<file path="src/rtl/hazard_pkg.sv">
`default_nettype none
// +----------------------------------------------------------------------+
// | hazard_pkg                                                            |
// | Shared constants and MDU state type for the pipeline hazard control.  |
// | Revision: 1.0                                                         |
// +----------------------------------------------------------------------+
package hazard_pkg;

    localparam logic [1:0] FWD_RF     = 2'b00;
    localparam logic [1:0] FWD_WB     = 2'b01;
    localparam logic [1:0] FWD_ALU_M  = 2'b10;
    localparam logic [1:0] FWD_IMM_M  = 2'b11;

    localparam logic [1:0] PC_SRC_SEQ = 2'b00;

    localparam int unsigned MDU_CNT_W = 4;

    typedef enum logic [1:0] {
        IDLE = 2'd0,
        BUSY = 2'd1,
        WB   = 2'd2
    } mdu_state_e;

endpackage
`default_nettype wire

</file>
<file path="src/rtl/hazard_ctrl_mdu_scoreboard.sv">
`default_nettype none
// +----------------------------------------------------------------------+
// | mdu_scoreboard                                                        |
// | Tracks the single in-flight MDU op, its pending register and strobe.  |
// | Revision: 1.0                                                         |
// +----------------------------------------------------------------------+
module mdu_scoreboard
    import hazard_pkg::*;
#(
    parameter int AW      = 5,
    parameter int NREG    = 32,
    parameter int MDU_LAT = 4
) (
    input  logic            clk,
    input  logic            rst,
    input  logic            i_issue,
    input  logic [AW-1:0]   i_issue_rd,
    output logic [NREG-1:0] o_pending,
    output logic            o_in_busy,
    output logic            o_busy,
    output logic            o_wb_valid,
    output logic [AW-1:0]   o_wb_rd
);

    localparam logic [MDU_CNT_W-1:0] c_CNT_LOAD = MDU_CNT_W'(MDU_LAT - 1);
    localparam logic [MDU_CNT_W-1:0] c_CNT_ONE  = MDU_CNT_W'(1);

    mdu_state_e            r_state_q;
    mdu_state_e            w_state_d;
    logic [MDU_CNT_W-1:0]  r_cnt_q;
    logic [MDU_CNT_W-1:0]  w_cnt_d;
    logic [AW-1:0]         r_rd_q;
    logic [AW-1:0]         w_rd_d;
    logic [NREG-1:0]       r_pending_q;
    logic [NREG-1:0]       w_pending_d;

    always_comb begin
        w_state_d   = r_state_q;
        w_cnt_d     = r_cnt_q;
        w_rd_d      = r_rd_q;
        w_pending_d = r_pending_q;
        case (r_state_q)
            IDLE: begin
                if (i_issue) begin
                    w_state_d = BUSY;
                    w_cnt_d   = c_CNT_LOAD;
                    w_rd_d    = i_issue_rd;
                end
            end
            BUSY: begin
                w_cnt_d = r_cnt_q - c_CNT_ONE;
                if (w_cnt_d == '0) begin
                    w_state_d = WB;
                end
            end
            WB: begin
                w_pending_d[r_rd_q] = 1'b0;
                w_state_d           = IDLE;
                if (i_issue) begin
                    w_state_d = BUSY;
                    w_cnt_d   = c_CNT_LOAD;
                    w_rd_d    = i_issue_rd;
                end
            end
            default: w_state_d = IDLE;
        endcase
        // Applied after the writeback clear so a same-register reissue stays pending.
        if (i_issue && (i_issue_rd != '0)) begin
            w_pending_d[i_issue_rd] = 1'b1;
        end
    end

    always_ff @(posedge clk) begin
        if (rst) begin
            r_state_q   <= IDLE;
            r_cnt_q     <= '0;
            r_rd_q      <= '0;
            r_pending_q <= '0;
        end else begin
            r_state_q   <= w_state_d;
            r_cnt_q     <= w_cnt_d;
            r_rd_q      <= w_rd_d;
            r_pending_q <= w_pending_d;
        end
    end

    assign o_pending  = r_pending_q;
    assign o_in_busy  = (r_state_q == BUSY);
    assign o_busy     = ((r_state_q == BUSY) || ((r_state_q == WB) && !i_issue)) && !rst;
    assign o_wb_valid = (r_state_q == WB) && !rst;
    assign o_wb_rd    = r_rd_q;

endmodule
`default_nettype wire

</file>
<file path="src/rtl/hazard_ctrl.sv">
`default_nettype none
// +----------------------------------------------------------------------+
// | hazard_ctrl                                                           |
// | Forwarding, stall/flush priority and stall-cycle counter for 5-stage. |
// | Revision: 1.0                                                         |
// +----------------------------------------------------------------------+
module hazard_ctrl
    import hazard_pkg::*;
#(
    parameter int AW      = 5,
    parameter int NREG    = 32,
    parameter int MDU_LAT = 4,
    parameter int CNT_W   = 16
) (
    input  logic             clk,
    input  logic             rst,
    input  logic [AW-1:0]    rs1_d,
    input  logic [AW-1:0]    rs2_d,
    input  logic [AW-1:0]    rd_d,
    input  logic             reg_write_d,
    input  logic [AW-1:0]    rs1_e,
    input  logic [AW-1:0]    rs2_e,
    input  logic [AW-1:0]    rd_e,
    input  logic             load_e,
    input  logic             mdu_start_e,
    input  logic [1:0]       pc_src_e,
    input  logic [AW-1:0]    rd_m,
    input  logic [AW-1:0]    rd_w,
    input  logic             reg_write_m,
    input  logic             reg_write_w,
    input  logic             lui_m,
    input  logic             mem_access_m,
    input  logic             dmem_ready,
    output logic [1:0]       forward_a_e,
    output logic [1:0]       forward_b_e,
    output logic             stall_f,
    output logic             stall_d,
    output logic             stall_e,
    output logic             stall_m,
    output logic             flush_d,
    output logic             flush_e,
    output logic             flush_m,
    output logic             mdu_busy,
    output logic             mdu_wb_valid,
    output logic [AW-1:0]    mdu_wb_rd,
    output logic [CNT_W-1:0] stall_cycles
);

    function automatic logic [1:0] fwd_sel(
        input logic [AW-1:0] rs,
        input logic [AW-1:0] rdm,
        input logic          wm,
        input logic          lui,
        input logic [AW-1:0] rdw,
        input logic          ww
    );
        logic [1:0] sel;
        sel = FWD_RF;
        if (rs != '0) begin
            if (wm && (rs == rdm)) begin
                sel = lui ? FWD_IMM_M : FWD_ALU_M;
            end else if (ww && (rs == rdw)) begin
                sel = FWD_WB;
            end
        end
        return sel;
    endfunction

    logic [NREG-1:0]  w_pending;
    logic             w_sb_in_busy;
    logic             w_mdu_issue;
    logic             w_mem_wait;
    logic             w_mdu_struct;
    logic             w_e_hit;
    logic             w_sb_hit;
    logic             w_use_stall;
    logic             w_branch;
    logic [CNT_W-1:0] r_stall_cycles_q;
    logic [CNT_W-1:0] w_stall_cycles_d;

    assign w_mem_wait   = mem_access_m && !dmem_ready;
    assign w_mdu_struct = mdu_start_e && w_sb_in_busy;
    assign w_e_hit      = ((rs1_d != '0) && (rs1_d == rd_e)) ||
                          ((rs2_d != '0) && (rs2_d == rd_e));
    assign w_sb_hit     = w_pending[rs1_d] || w_pending[rs2_d] ||
                          (reg_write_d && w_pending[rd_d]);
    assign w_use_stall  = (w_e_hit && (load_e || mdu_start_e)) || w_sb_hit;
    assign w_branch     = (pc_src_e != PC_SRC_SEQ);

    always_comb begin
        stall_f = 1'b0;
        stall_d = 1'b0;
        stall_e = 1'b0;
        stall_m = 1'b0;
        flush_d = 1'b0;
        flush_e = 1'b0;
        flush_m = 1'b0;
        if (rst) begin
            flush_d = 1'b1;
            flush_e = 1'b1;
            flush_m = 1'b1;
        end else if (w_mem_wait) begin
            stall_f = 1'b1;
            stall_d = 1'b1;
            stall_e = 1'b1;
            stall_m = 1'b1;
        end else if (w_mdu_struct) begin
            stall_f = 1'b1;
            stall_d = 1'b1;
            stall_e = 1'b1;
            flush_m = 1'b1;
        end else if (w_use_stall) begin
            stall_f = 1'b1;
            stall_d = 1'b1;
            flush_e = 1'b1;
            flush_d = w_branch;
        end else if (w_branch) begin
            flush_d = 1'b1;
            flush_e = 1'b1;
        end
    end

    assign forward_a_e = rst ? FWD_RF : fwd_sel(rs1_e, rd_m, reg_write_m, lui_m, rd_w, reg_write_w);
    assign forward_b_e = rst ? FWD_RF : fwd_sel(rs2_e, rd_m, reg_write_m, lui_m, rd_w, reg_write_w);

    assign w_mdu_issue = mdu_start_e && !stall_e && !rst;

    mdu_scoreboard #(
        .AW      (AW),
        .NREG    (NREG),
        .MDU_LAT (MDU_LAT)
    ) u_scoreboard (
        .clk        (clk),
        .rst        (rst),
        .i_issue    (w_mdu_issue),
        .i_issue_rd (rd_e),
        .o_pending  (w_pending),
        .o_in_busy  (w_sb_in_busy),
        .o_busy     (mdu_busy),
        .o_wb_valid (mdu_wb_valid),
        .o_wb_rd    (mdu_wb_rd)
    );

    always_comb begin
        w_stall_cycles_d = r_stall_cycles_q;
        if (stall_f && !(&r_stall_cycles_q)) begin
            w_stall_cycles_d = r_stall_cycles_q + CNT_W'(1);
        end
    end

    always_ff @(posedge clk) begin
        if (rst) begin
            r_stall_cycles_q <= '0;
        end else begin
            r_stall_cycles_q <= w_stall_cycles_d;
        end
    end

    assign stall_cycles = r_stall_cycles_q;

endmodule
`default_nettype wire

</file>
<file path="config.mk">
export PLATFORM = sky130hd
export DESIGN_NAME = hazard_ctrl
export DESIGN_NICKNAME = d
export VERILOG_FILES = /design/src/rtl/hazard_pkg.sv /design/src/rtl/hazard_ctrl_mdu_scoreboard.sv /design/src/rtl/hazard_ctrl.sv
export SDC_FILE = /design/constraint.sdc
export NUM_CORES = 1
export LEC_CHECK = 0
export CAP_MARGIN = 30
export CORE_UTILIZATION = 53
export CTS_CLUSTER_DIAMETER = 30
export DETAILED_ROUTE_END_ITERATION = 16
export HOLD_SLACK_MARGIN = 0.02
export PLACE_DENSITY_LB_ADDON = 0.08
export SKIP_CTS_REPAIR_TIMING = 1
export SYNTH_ARGS = -nofsm -noshare
export SYNTH_HDL_FRONTEND = slang
export SYNTH_HIERARCHICAL = 1
export SYNTH_SLANG_ARGS = --single-unit
</file>
<file path="constraint.sdc">
create_clock -name clk -period 3.8 [get_ports clk]
set_input_delay 0.76 -clock clk [delete_from_list [all_inputs] [get_ports clk]]
set_output_delay 0.76 -clock clk [all_outputs]
set_load 0.01 [all_outputs]
</file>
; After elaboration in Yosys (flattened, before gate mapping)
; Index checks and enable logic that the tools add are counted.
[totals]
register_bits = 59
wordCells = 119
[classes]
add_sub_neg = 2
magnitude_cmp = 7
n_eq_ne = 11
n_mux = 47
n_bitwise = 3
reduce_logical = 44
[op_table]
columns = cell, n
row1 = 2-to-1 mux 32 bit, 2
row2 = AND 32 bit, 1
row3 = inverter 32 bit, 1
row4 = bitwise OR 32 bit, 1
row5 = == test 5 bit, 6
row6 = < comparator 5 x 6 -> 1 bit (second input constant), 5
row7 = 2-to-1 mux 1 bit, 29
row8 = nonzero test 5 bit, 5
row9 = logical AND 1 bit, 19
row10 = adder 16 x 1 -> 16 bit (second input constant), 1
row11 = 2-to-1 mux 2 bit, 8
row12 = AND reduction 16 bit, 1
row13 = binary-select mux 1 bit (select 5 bit), 3
row14 = demux 1 bit (select 5 bit), 2
row15 = greater-or-equal comparator 5 x 1 -> 1 bit (second input constant), 2
row16 = case mux 4 bit (2 select lines), 1
row17 = logical OR 1 bit, 6
row18 = != test 2 x 1 -> 1 bit (second input constant), 3
row19 = case mux 2 bit (3 select lines), 1
row20 = AND reduction 2 bit, 3
row21 = zero test 1 bit, 5
row22 = zero test 4 bit, 1
row23 = 2-to-1 mux 4 bit, 1
row24 = nonzero test 2 bit, 2
row25 = 5 further kinds, 5

; Longest topological paths before layout
; Gate-level depths: netlist of run 1.
[logic_depth]
ltp_word = 12
depth_mapped = 10
mapped_depth_nobuf = 7

; Hierarchy
; The synthesis of run 1 kept the hierarchy.
[modules_own_cells]
columns = mod, n_inst, cells_per_inst, area_each_um2, seq_area_each_um2
row1 = hazard_ctrl, 1, 272, 2378.5, 320.3
row2 = mdu_scoreboard, 1, 223, 1899.3, 860.8

; Worst setup path before layout of run 1
; Ideal clock, no wire load.
[synth_path]
kind = input to output
startpoint = input rs1_d[0]
endpoint = output stall_f
arrival_time_ps = 2931
setup_slack_ps = 109
stages = 9
path_buffers = 3
cell_sequence = buf_2 > mux4_2 > nor2b_1 > a211o_1 > a32o_1 > nor4_4 > buf_6 > o21ai_0 > buf_4
[synth_via]
elab_chain_len = 9
word_cells_on_any_way = 14
[synth_lines]
columns = element, line
row1 = "start, declared", hazard_ctrl.sv:17  ; input logic [AW-1:0] rs1_d,
row2 = binary-select mux 1 bit (select 5 bit) (tied with other cells), hazard_ctrl.sv:85  ; assign w_sb_hit = w_pending[rs1_d] || w_pending[rs2_d] ||
row3 = 2-to-1 mux 1 bit (implied by the code) / logical AND 1 bit (equally long branches), "hazard_ctrl.sv:85, hazard_ctrl.sv:83"
row4 = logical OR 1 bit (on tied branches), "hazard_ctrl.sv:85, hazard_ctrl.sv:83"
row5 = logical OR 1 bit / logical AND 1 bit (equally long branches), "hazard_ctrl.sv:85, hazard_ctrl.sv:87"
row6 = logical OR 1 bit *, hazard_ctrl.sv:87  ; assign w_use_stall = (w_e_hit && (load_e || mdu_start_e)) || w_sb_hit;
row7 = 2-to-1 mux 1 bit * (4 in a row), --
row8 = "end, declared", hazard_ctrl.sv:36  ; output logic stall_f,
; Every way passes the cells marked *; elsewhere a longest branch is shown, timed or not. The select of a mux whose other input is x is not followed.

; Worst setup path after layout of run 1
[layout_path]
startpoint = input rd_d[2]
endpoint = output stall_d
[layout_via]
elab_chain_len = 9
[layout_lines]
columns = element, line
row1 = "start, declared", hazard_ctrl.sv:19  ; input logic [AW-1:0] rd_d,
row2 = binary-select mux 1 bit (select 5 bit), hazard_ctrl.sv:86  ; (reg_write_d && w_pending[rd_d]);
row3 = 2-to-1 mux 1 bit (implied by the code), hazard_ctrl.sv:86
row4 = logical AND 1 bit, hazard_ctrl.sv:86
row5 = logical OR 1 bit, hazard_ctrl.sv:85
row6 = logical OR 1 bit, hazard_ctrl.sv:87
row7 = 2-to-1 mux 1 bit, hazard_ctrl.sv:112  ; end else if (w_use_stall) begin
row8 = 2-to-1 mux 1 bit, hazard_ctrl.sv:107  ; end else if (w_mdu_struct) begin
row9 = 2-to-1 mux 1 bit, hazard_ctrl.sv:102  ; end else if (w_mem_wait) begin
row10 = 2-to-1 mux 1 bit, hazard_ctrl.sv:98  ; if (rst) begin
row11 = "end, declared", hazard_ctrl.sv:37  ; output logic stall_d,
; Every way passes these cells. The select of a mux whose other input is x is not followed.

==> results.py, run 1 <==
metrics = {
    "run_status": {
        "status": "finished clean",
    },
    "logic_synthesis": {
        "ys_async_sr_fraction_pct": 0,
        "synth.most_common_cell": "dfxtp_1",
        "synth_top_family_by_area": "simple AND/OR/NAND/NOR gates",
        "synth_seq_cells": 59,
        "syn_area_um2": 4278,
        "ys_warn_count": 6,
        "synth_compound_area_share_pct": 16.91,
        "yosysUniqueCellTypes": 59,
        "synth_area_leaders": "dfxtp_1 (28%), mux4_2 (7.9%), nor2b_1 (7.3%), o21ai_0 (5.6%), mux2i_1 (5.1%)",
        "yosys.area.top_type": "dfxtp_1",
        "synth_xor_area_share_pct": 6.142,
        "synthMuxAreaShare_pct": 18.75,
        "synth_ff_type": "dfxtp_1",
        "syn_avg_cell_area_um2": 8.642,
        "synth_edf_count": 0,
        "syn_nets": 550,
        "synthCells": 495,
        "yosysSeqAreaShare_pct": 27.61,
        "yosys.area_share.simple_pct": 25.62,
        "synth_top_area_share_pct": 27.61,
        "synth_fa_ha_area_share_pct": 0.8774,
        "synth_common_cells": "dfxtp_1 (59), nor2b_1 (50), o21ai_0 (48)",
    },
    "sta": {
        "hold_violations": 0,
        "slew_violations": 0,
        "fin_skew_ns": 0.009653,
        "finalCriticalPeriod_ns": 3.694,
        "slew_headroom_pct": 61.21,
        "timing.hold.ws_ns": 0.5205,
        "max_clock_freq_mhz": 270.7,
        "setup_tns_ns": 0,
        "rsz0062_at_grt": "no",
        "post-route-period-util_pct": 97.20,
        "worstMarginPinSlew_ns": 0.5801,
        "finalSetupViolCount": 0,
        "fin_ws_ns": 0.1063,
    },
    "worst_hold_path": {
        "worstHoldEndpoint": "u_scoreboard/o_wb_rd[1]$_SDFFE_PP0P_",
        "hp-start": "u_scoreboard/o_wb_rd[1]$_SDFFE_PP0P_",
        "holdCritPathClass": "reg -> reg",
        "whs_path_depth": 2,
    },
    "floorplan": {
        "rows": 32,
        "fp.coreArea_um2": 7767,
        "chipHeight_um": 91.84,
        "ios": 86,
        "die_area_um2": 8435,
        "start_util_pct": 55.07,
        "die-width_um": 91.84,
    },
    "placement": {
        "place_congestion": 0.9657,
        "dp_hpwl_um": 9214,
        "port_buffers": 85,
        "post-place-ws_ns": -0.5051,
        "placed_cell_area_um2": 5370,
    },
    "setup_path": {
        "crit_type": "in -> out",
        "arrival_ns": 2.93,
        "crit_fanout": 3,
        "start_kind": "input pin",
        "r2r_end": "stall_cycles[0]$_SDFFE_PP0P_",
        "worstPathRequired_ns": 3.04,
        "cp-end-kind": "primary output",
        "reg2reg_from": "u_scoreboard/o_pending[19]$_SDFF_PP0_",
        "r2r_slack_ns": 1.10,
        "ff2ff_path_depth": 9,
    },
    "power_and_ir_drop": {
        "power_density_nw_per_um2": 315.2,
        "switchingPower_uw": 478.0,
        "clkPwrFrac_pct": 39.4,
        "vdd_drop_max_mv": 0.2624,
        "pwr-share-comb_pct": 22.3,
        "sequentialPowerShare_pct": 38.3,
        "swShare_pct": 26.96,
        "p_leak_nw": 2.139,
        "p_total_mw": 1.773,
        "power.internal_mw": 1.295,
    },
    "route": {
        "firstDrtPassIters": 5,
        "avgViaCountPerCell": 6.073,
        "vias": 4263,
        "drtIter0Drc": 260,
        "drc_errors": 0,
        "wl_per_cell_um": 17.62,
        "wl_um": 12370,
        "ant_nets": 0,
    },
    "layout": {
        "antennaDiodeCount": 0,
        "layout-drive-gt1-share_pct": 17.17,
        "nNetsFinal": 650,
        "stdcell_area_um2": 5624,
        "area_growth_pct": 31.47,
    },
    "global_route": {
        "track_usage_pct": 29.67,
        "use_met3_pct": 4.643,
        "met2_usage_pct": 50.06,
        "busiest_layer": "met2",
        "grt_pass1_vias": 4119,
        "grt_first_pass_wirelength_um": 19900,
        "use_met1_pct": 37.26,
        "overflow": 0,
        "antenna_found_initial": 0,
        "grt_max_degree": 32,
    },
    "clock_tree": {
        "clkLatencyLatePin_ns": 0.34,
        "clk_pin_slew_worst_paths_ns": 0.06,
        "cts_tree": "yes",
        "cts.path.max_buffers": 2,
        "cts_buffers": 9,
        "h-tree-depth": 3,
        "cts-root-buf": "clkbuf_8",
        "cts.sinks": 59,
    },
    "run": {
        "maxCapViolCount": 0,
    },
}
-- cells in the final DEF (no fill, tap or decap), types with 4 or more instances in the layout --
cell type / Yosys / routed
clkdlybuf4s50_1: 0 / 75
dfxtp_1: 59 / 59
nor2b_1: 50 / 50
o21ai_0: 48 / 47
nor2_1: 33 / 33
buf_4: 2 / 31
nand2_1: 22 / 22
mux2i_1: 22 / 22
nand3_1: 18 / 18
a21oi_1: 18 / 18
o21ai_1: 18 / 18
xor2_1: 17 / 17
mux4_2: 15 / 15
xnor2_1: 13 / 13
mux2_2: 11 / 11
nand2b_1: 10 / 10
nand4_1: 10 / 10
clkbuf_8: 0 / 10
a21oi_2: 8 / 8
mux2_4: 8 / 8
inv_1: 7 / 7
nand3b_1: 7 / 7
dlymetal6s2s_1: 0 / 6
nor4_1: 5 / 5
nor3_1: 5 / 5
and3_1: 5 / 5
a22oi_1: 4 / 4
or3b_1: 4 / 4
-- how the worst max path moves through the flow --
stage | slack, ns | cells after the start | endpoint | from
after floorplan | 0.11 | 9 | stall_f | rs1_d[0]
after global placement | -0.45 | 9 | stall_d | rd_d[1]
after detailed placement | -0.51 | 9 | stall_d | rd_d[1]
after CTS | -0.52 | 9 | stall_d | rd_d[1]
after global routing | 0.05 | 9 | stall_d | rd_d[2]
final | 0.11 | 9 | stall_d | rd_d[2]
-- per-stage QoR --
step	cells	util [%]
after floorplan	495	-
after global placement	686	69.14
after detailed placement	686	69.14
after CTS	702	72.25
after global routing	702	72.41
final	702	72.41
-- cell type report --
cell class              instances  area (um^2)
flip-flops and latches         59         1181
fillers                       635         2143
clock inverters                 5        100.1
multi-input cells             399         2927
clock buffers                  11        141.4
well taps                     102        127.6
inverters                       7        26.28
repair buffers                119         1121
-- critical path, cell delays in order --
cell	delay, ns
clkdlybuf4s50_1	0.56
mux4_2	0.32
mux2_2	0.30
o31ai_2	0.18
a311oi_1	0.10
nor4_4	0.34
buf_4	0.18
o21ai_2	0.06
buf_2	0.15
-- power groups by stage --
stage,clock network [mW],logic [mW],registers (mW)
finish,0.698,0.396,0.679
global route,0.733,0.432,0.683
CTS,0.708,0.397,0.678
detailed placement,0,0.395,0.691
global placement,0,0.385,0.689
floorplan,0,0.229,0.680
-- kinds of logic (layout without fill, tap and decap cells) --
family	count (synthesis)	after routing
simple gates	190	190
compound gates	120	120
flops	59	59
mux	56	56
buf+inv	37	142
xor+xnor	30	30
fa+ha+maj	3	3
-- layer usage --
layer | part of all wire, % | routed length, um | up-vias
met3 | 6.8 | 845 | 26
li1 | - | - | 2008
met4 | 2.3 | 289 | 0
met2 | 49 | 6107 | 184
met5 | 0 | 0 | -
met1 | 41 | 5127 | 2045
-- registers in the layout, summed over array words and instances, names as in the netlist --
register                flops
stall_cycles               16
u_scoreboard/r_state_q      2
u_scoreboard/o_pending     32
u_scoreboard/r_cnt_q        4
u_scoreboard/o_wb_rd        5
No activity file was read; power rests on OpenSTA's default activity.
==> run 2, diff against run 1 <==
--- a/config.mk
+++ b/config.mk
@@ -8,6 +8,7 @@
 export CAP_MARGIN = 30
 export CORE_UTILIZATION = 53
 export CTS_CLUSTER_DIAMETER = 30
+export CTS_CLUSTER_SIZE = 12
 export DETAILED_ROUTE_END_ITERATION = 16
 export HOLD_SLACK_MARGIN = 0.02
 export PLACE_DENSITY_LB_ADDON = 0.08
==> results of run 2 <==
The final DEF is identical to that of run 1; final timing and power are the same.
==> patch 1, RTL diff (config.mk and constraints of run 2) <==
Encoding of `mdu_state_e`: now one-hot (3 bits for 3 states).
--- a/src/rtl/hazard_pkg.sv
+++ b/src/rtl/hazard_pkg.sv
@@ -16,8 +16,8 @@
     localparam int unsigned MDU_CNT_W = 4;
 
-    typedef enum logic [1:0] {
-        IDLE = 2'd0,
-        BUSY = 2'd1,
-        WB   = 2'd2
+    typedef enum logic [2:0] {
+        IDLE = 3'b001,
+        BUSY = 3'b010,
+        WB   = 3'b100
     } mdu_state_e;
 
Behaviour: same outputs for any inputs over 4 cycles, from zero or initial values and one cycle with rst high; so few cycles prove little.
==> patch 1 against run 2 <==
  * Worst setup slack worse by 37 ps
  * Critical endpoint unchanged
  * Synthesized area is 1.0% higher
  * Final cell count is 3.7% lower
  * Clock skew is 1.3 ps lower
  * Cell area is 1.1% lower
  * Synthesized cell count is 3.0% lower
  * Sequential cell count is 1 higher
  * Routed wire length is 3.7% higher
  * Total power is 11% lower
  * Maximum frequency is 0.98% lower
  * Via count is 1.1% higher
==> patch 1: results (changes against run 2) <==
* HPWL after DPL at 9.49 mm (was 9.21 mm)
* DRT met1 WL at 5.46 mm (was 5.13 mm)
* M3 GR Usage at 8.95% (was 4.64%)
* Gpl congestion at 0.960 (was 0.966)
* Routed wire length at 12.8 mm (was 12.4 mm)
* Multi-input logic area at 2900 µm² (was 2930 µm²)
* Clock sinks at 60 (was 59)
* Status: complete, no violations (unchanged)
* DP Area at 5310 µm² (was 5370 µm²)
* Max Root-Sink Buffers at 2 (unchanged)
* Iteration-0 DRC Markers at 386 (was 260)
* Post-Synth Adder-Cell Area at 0.869% (was 0.877%)
* Mux share of post-synthesis cell area at 18.3% (was 18.7%)
* First-pass GRT wire length at 20.1 mm (was 19.9 mm)
* Met2 global-route usage at 46.6% (was 50.1%)
* Met3 Routed Length at 1.25 mm (was 845 µm)
* Sequential share of cell area at 21.6% (was 21.0%)
* Critical Path Fanout Max at 7 (was 3)
* # nets final at 624 (was 650)
* Met2 WL post-DR at 5.84 mm (was 6.11 mm)
* Post-synthesis sequential area ratio at 27.8% (was 27.6%)
* Cell internal pwr at 1.14 mW (was 1.29 mW)
* Synth cell types at 63 (was 59)
* Worst Path Arrival at 2970 ps (was 2930 ps)
* Total GRT Usage at 30.6% (was 29.7%)
* Met1 usage in global routing at 41.3% (was 37.3%)
* Via/cell ratio at 6.37 (was 6.07)
* ClkCell Share at 3.64% (was 4.29%)
* Share of layout cells above drive strength 1 at 17.6% (was 17.2%)
* VDD IR max at 0.000263 V (was 0.000262 V)
* Commonest cells in the synthesized netlist: dfxtp_1, nor2_1, o21ai_1 (was dfxtp_1, nor2b_1, o21ai_0)
* Mapped Nets at 535 (was 550)
* Clock skew at 8.38 ps (was 9.65 ps)
* NonClk Buf Share at 19.7% (was 19.9%)
* Top cells by area, synth: dfxtp_1, mux4_2, mux2i_1, o311ai_1, xor2_1 (was dfxtp_1, mux4_2, nor2b_1, o21ai_0, mux2i_1)
* Pin count of the biggest net entering global routing at 48 (was 32)
* LEAKAGE at 2.05 nW (was 2.14 nW)
* XOR/XNOR share of the synthesized area at 6.08% (was 6.14%)
* # clk buffers at 12 (was 11)
* Post-synthesis compound-gate area fraction at 21.4% (was 16.9%)
* Crit path largest cell delay at 470 ps (was 560 ps)
* Combinational power share at 20.4% (was 22.3%)
* Non-Clock Buffer Count at 114 (was 119)
* #MultiIn Comb at 375 (was 399)
* Clock-net power at 0.594 mW (was 0.698 mW)
* Filler cell count at 631 (was 635)
patch 1: metrics by stage:
step / util [%] / instances / total power, mW / setup TNS (ps) / setup WS (ps)
2_1_floorplan: - / 480 / 0.841 / 0 / 109
5_1_grt: 71.3 / 676 / 1.64 / -41.4 / -29.6
6_report: 71.3 / 676 / 1.57 / 0 / 69.7
3_3_place_gp: 68.0 / 656 / 0.979 / -1200 / -418
3_5_place_dp: 68.0 / 656 / 0.985 / -1350 / -476
4_1_cts: 70.6 / 672 / 1.58 / -1370 / -485
patch 1: final timing paths:
check | from | end | slack [ps] | cells after the start
hold / removal | u_scoreboard/o_wb_rd[1] | u_scoreboard/o_wb_rd[1] | 510 | 2
setup / recovery | rs2_d[2] | stall_d | 70 | 10
setup reg to reg | u_scoreboard/o_pending[16] | stall_cycles[0] | 1020 | 8
hold reg to reg | u_scoreboard/o_wb_rd[1] | u_scoreboard/o_wb_rd[1] | 510 | 2
==> patch 2, RTL diff (config.mk and constraints of run 2) <==
Made on the original files. `AW` is set to 5 in 2 places; all go to 6.
--- a/src/rtl/hazard_ctrl_mdu_scoreboard.sv
+++ b/src/rtl/hazard_ctrl_mdu_scoreboard.sv
@@ -8,5 +8,5 @@
     import hazard_pkg::*;
 #(
-    parameter int AW      = 5,
+    parameter int AW      = 6,
     parameter int NREG    = 32,
     parameter int MDU_LAT = 4
--- a/src/rtl/hazard_ctrl.sv
+++ b/src/rtl/hazard_ctrl.sv
@@ -8,5 +8,5 @@
     import hazard_pkg::*;
 #(
-    parameter int AW      = 5,
+    parameter int AW      = 6,
     parameter int NREG    = 32,
     parameter int MDU_LAT = 4,
Interface: changed (9 resized); port bits go from 86 to 95. The function was not compared with the original's and may differ.
==> patch 2 against run 2 <==
  * Global-route usage is 1.8 points higher
  * Synthesized area rose by 1.4%
  * Maximum frequency is 0.76% lower
  * Via count increased by 3.5%
  * Total power is 3.1% higher
  * Worst setup slack worse by 28 ps
  * Sequential cell count up 1
  * Cell area up 1.6%
  * Routed wire length rose by 5.3%
  * Synthesized cell count is 1.2% lower
  * Non-clock buffer count up 11
  * Critical path type unchanged
==> patch 2: results (changes against run 2) <==
* Gpl congestion at 0.893 (was 0.966)
* Critical Path Fanout Max at 7 (was 3)
* Fin Hold WS at 501 ps (was 521 ps)
* First-pass GRT wire length at 21.3 mm (was 19.9 mm)
* Synth Flop Type: dfxtp_1 (unchanged)
* CTS clock-pin slew for the worst setup and hold paths at 60 ps (about the same)
* Critical path's slowest cell: clkdlybuf4s50_1 (unchanged)
* Root Driver: clkbuf_8 (unchanged)
* Rel. slew slack at 37.2% (was 61.2%)
* Mapped Nets at 552 (was 550)
* Max cap viols at 0 (unchanged)
* Worst Path Arrival at 2960 ps (was 2930 ps)
* Number of antenna violations at the first check in global routing at 0 (unchanged)
* ANT cells at 0 (unchanged)
* Crit path largest cell delay at 510 ps (was 560 ps)
* # nets final at 658 (was 650)
* Post-synthesis async set-or-reset flop share at 0% (unchanged)
* Vias in the first global route at 4270 (was 4119)
* LEAKAGE at 2.06 nW (was 2.14 nW)
* WL per Instance at 18.6 µm (was 17.6 µm)
* Iteration-0 DRC Markers at 263 (was 260)
* Via/cell ratio at 6.30 (was 6.07)
* Synth warn at 6 (unchanged)
* Post-synthesis sequential area ratio at 27.7% (was 27.6%)
* Commonest cells in the synthesized netlist: dfxtp_1, nand3_1, nand2_1 (was dfxtp_1, nor2b_1, o21ai_0)
* Cells after synthesis at 489 (was 495)
* First-pass iteration count of the detailed router at 5 (unchanged)
* H-tree depth at 3 (unchanged)
* Synth cell types at 63 (was 59)
* Final setup fails at 0 (unchanged)
* HPWL after DPL at 9.76 mm (was 9.21 mm)
* Number of port buffers at 93 (was 85)
* Worst skew pair latency at 340 ps (about the same)
* Placed cells at 686 (unchanged)
* Clock skew at 5.24 ps (was 9.65 ps)
* Filler cell count at 629 (was 635)
* Max Root-Sink Buffers at 2 (unchanged)
* Max reg flops at 32 (unchanged)
* R2r setup slk at 1170 ps (was 1100 ps)
* Top cells by area, synth: dfxtp_1, mux4_2, mux2i_1, nand3_1, xnor2_1 (was dfxtp_1, mux4_2, nor2b_1, o21ai_0, mux2i_1)
* Pin count of the biggest net entering global routing at 30 (was 32)
* Min-delay worst type: reg -> reg (unchanged)
* Final hold vios at 0 (unchanged)
* Status: complete, no violations (unchanged)
* CTS buffer count at 9 (unchanged)
* Share of layout cells above drive strength 1 at 14.4% (was 17.2%)
* VDD IR max at 0.000216 V (was 0.000262 V)
* Vias at 4411 (was 4263)
* Total GRT Usage at 31.4% (was 29.7%)
## patch 2: worst paths after layout
path	from	endpoint	cells past startpoint
setup / recovery	rd_d[0]	stall_f	10
hold / removal	stall_cycles[9]	stall_cycles[9]	2
setup reg to reg	u_scoreboard/r_state_q[0]	stall_cycles[13]	9
hold reg to reg	stall_cycles[9]	stall_cycles[9]	2
## patch 2: cells by family after synthesis
logic type / synth area share [%]
mux: 14.5
simple gates: 26.5
compound gates: 17.4
flops: 27.7
xor+xnor: 7.47
fa+ha+maj: 0.866
buf+inv: 5.54
## patch 2: stage by stage
stage	setup slack [ps]	instance area, µm²
floorplan	596	4340
CTS	-302	5700
global placement	-225	5500
finish	78.1	5710
global route	-10.0	5710
detailed placement	-300	5510
## patch 2: critical path: cells and delay by family
| kind | cells | cell delay, ps |
|---|---|---|
| simple gates | 2 | 320 |
| mux | 3 | 720 |
| buf+inv | 3 | 840 |
| compound gates | 2 | 320 |
## patch 2: power breakdown
group          internal [mW]  leakage [nW]  switching (mW)
sequential             0.663         0.485          0.0764
clock                  0.331        0.0983           0.245
combinational          0.265          1.48           0.249
## patch 2: metal layers
layer | global-route usage, % | part of all wire, % | wire (µm) | up-vias
met5 | 0 | 0 | 0 | -
met2 | 53.3 | 47 | 6170 | 206
met3 | 5.99 | 8.1 | 1050 | 36
met1 | 39.8 | 42 | 5490 | 2094
met4 | 10.9 | 2.4 | 312 | 0
li1 | - | - | - | 2075
## patch 2: final cells by class
cell class	count	area share, %
multi-input cells	383	50.7
repair buffers	130	22.0
flip-flops and latches	60	21.0
clock buffers	12	2.72
well taps	102	2.23
inverters	11	0.723
clock inverters	2	0.613
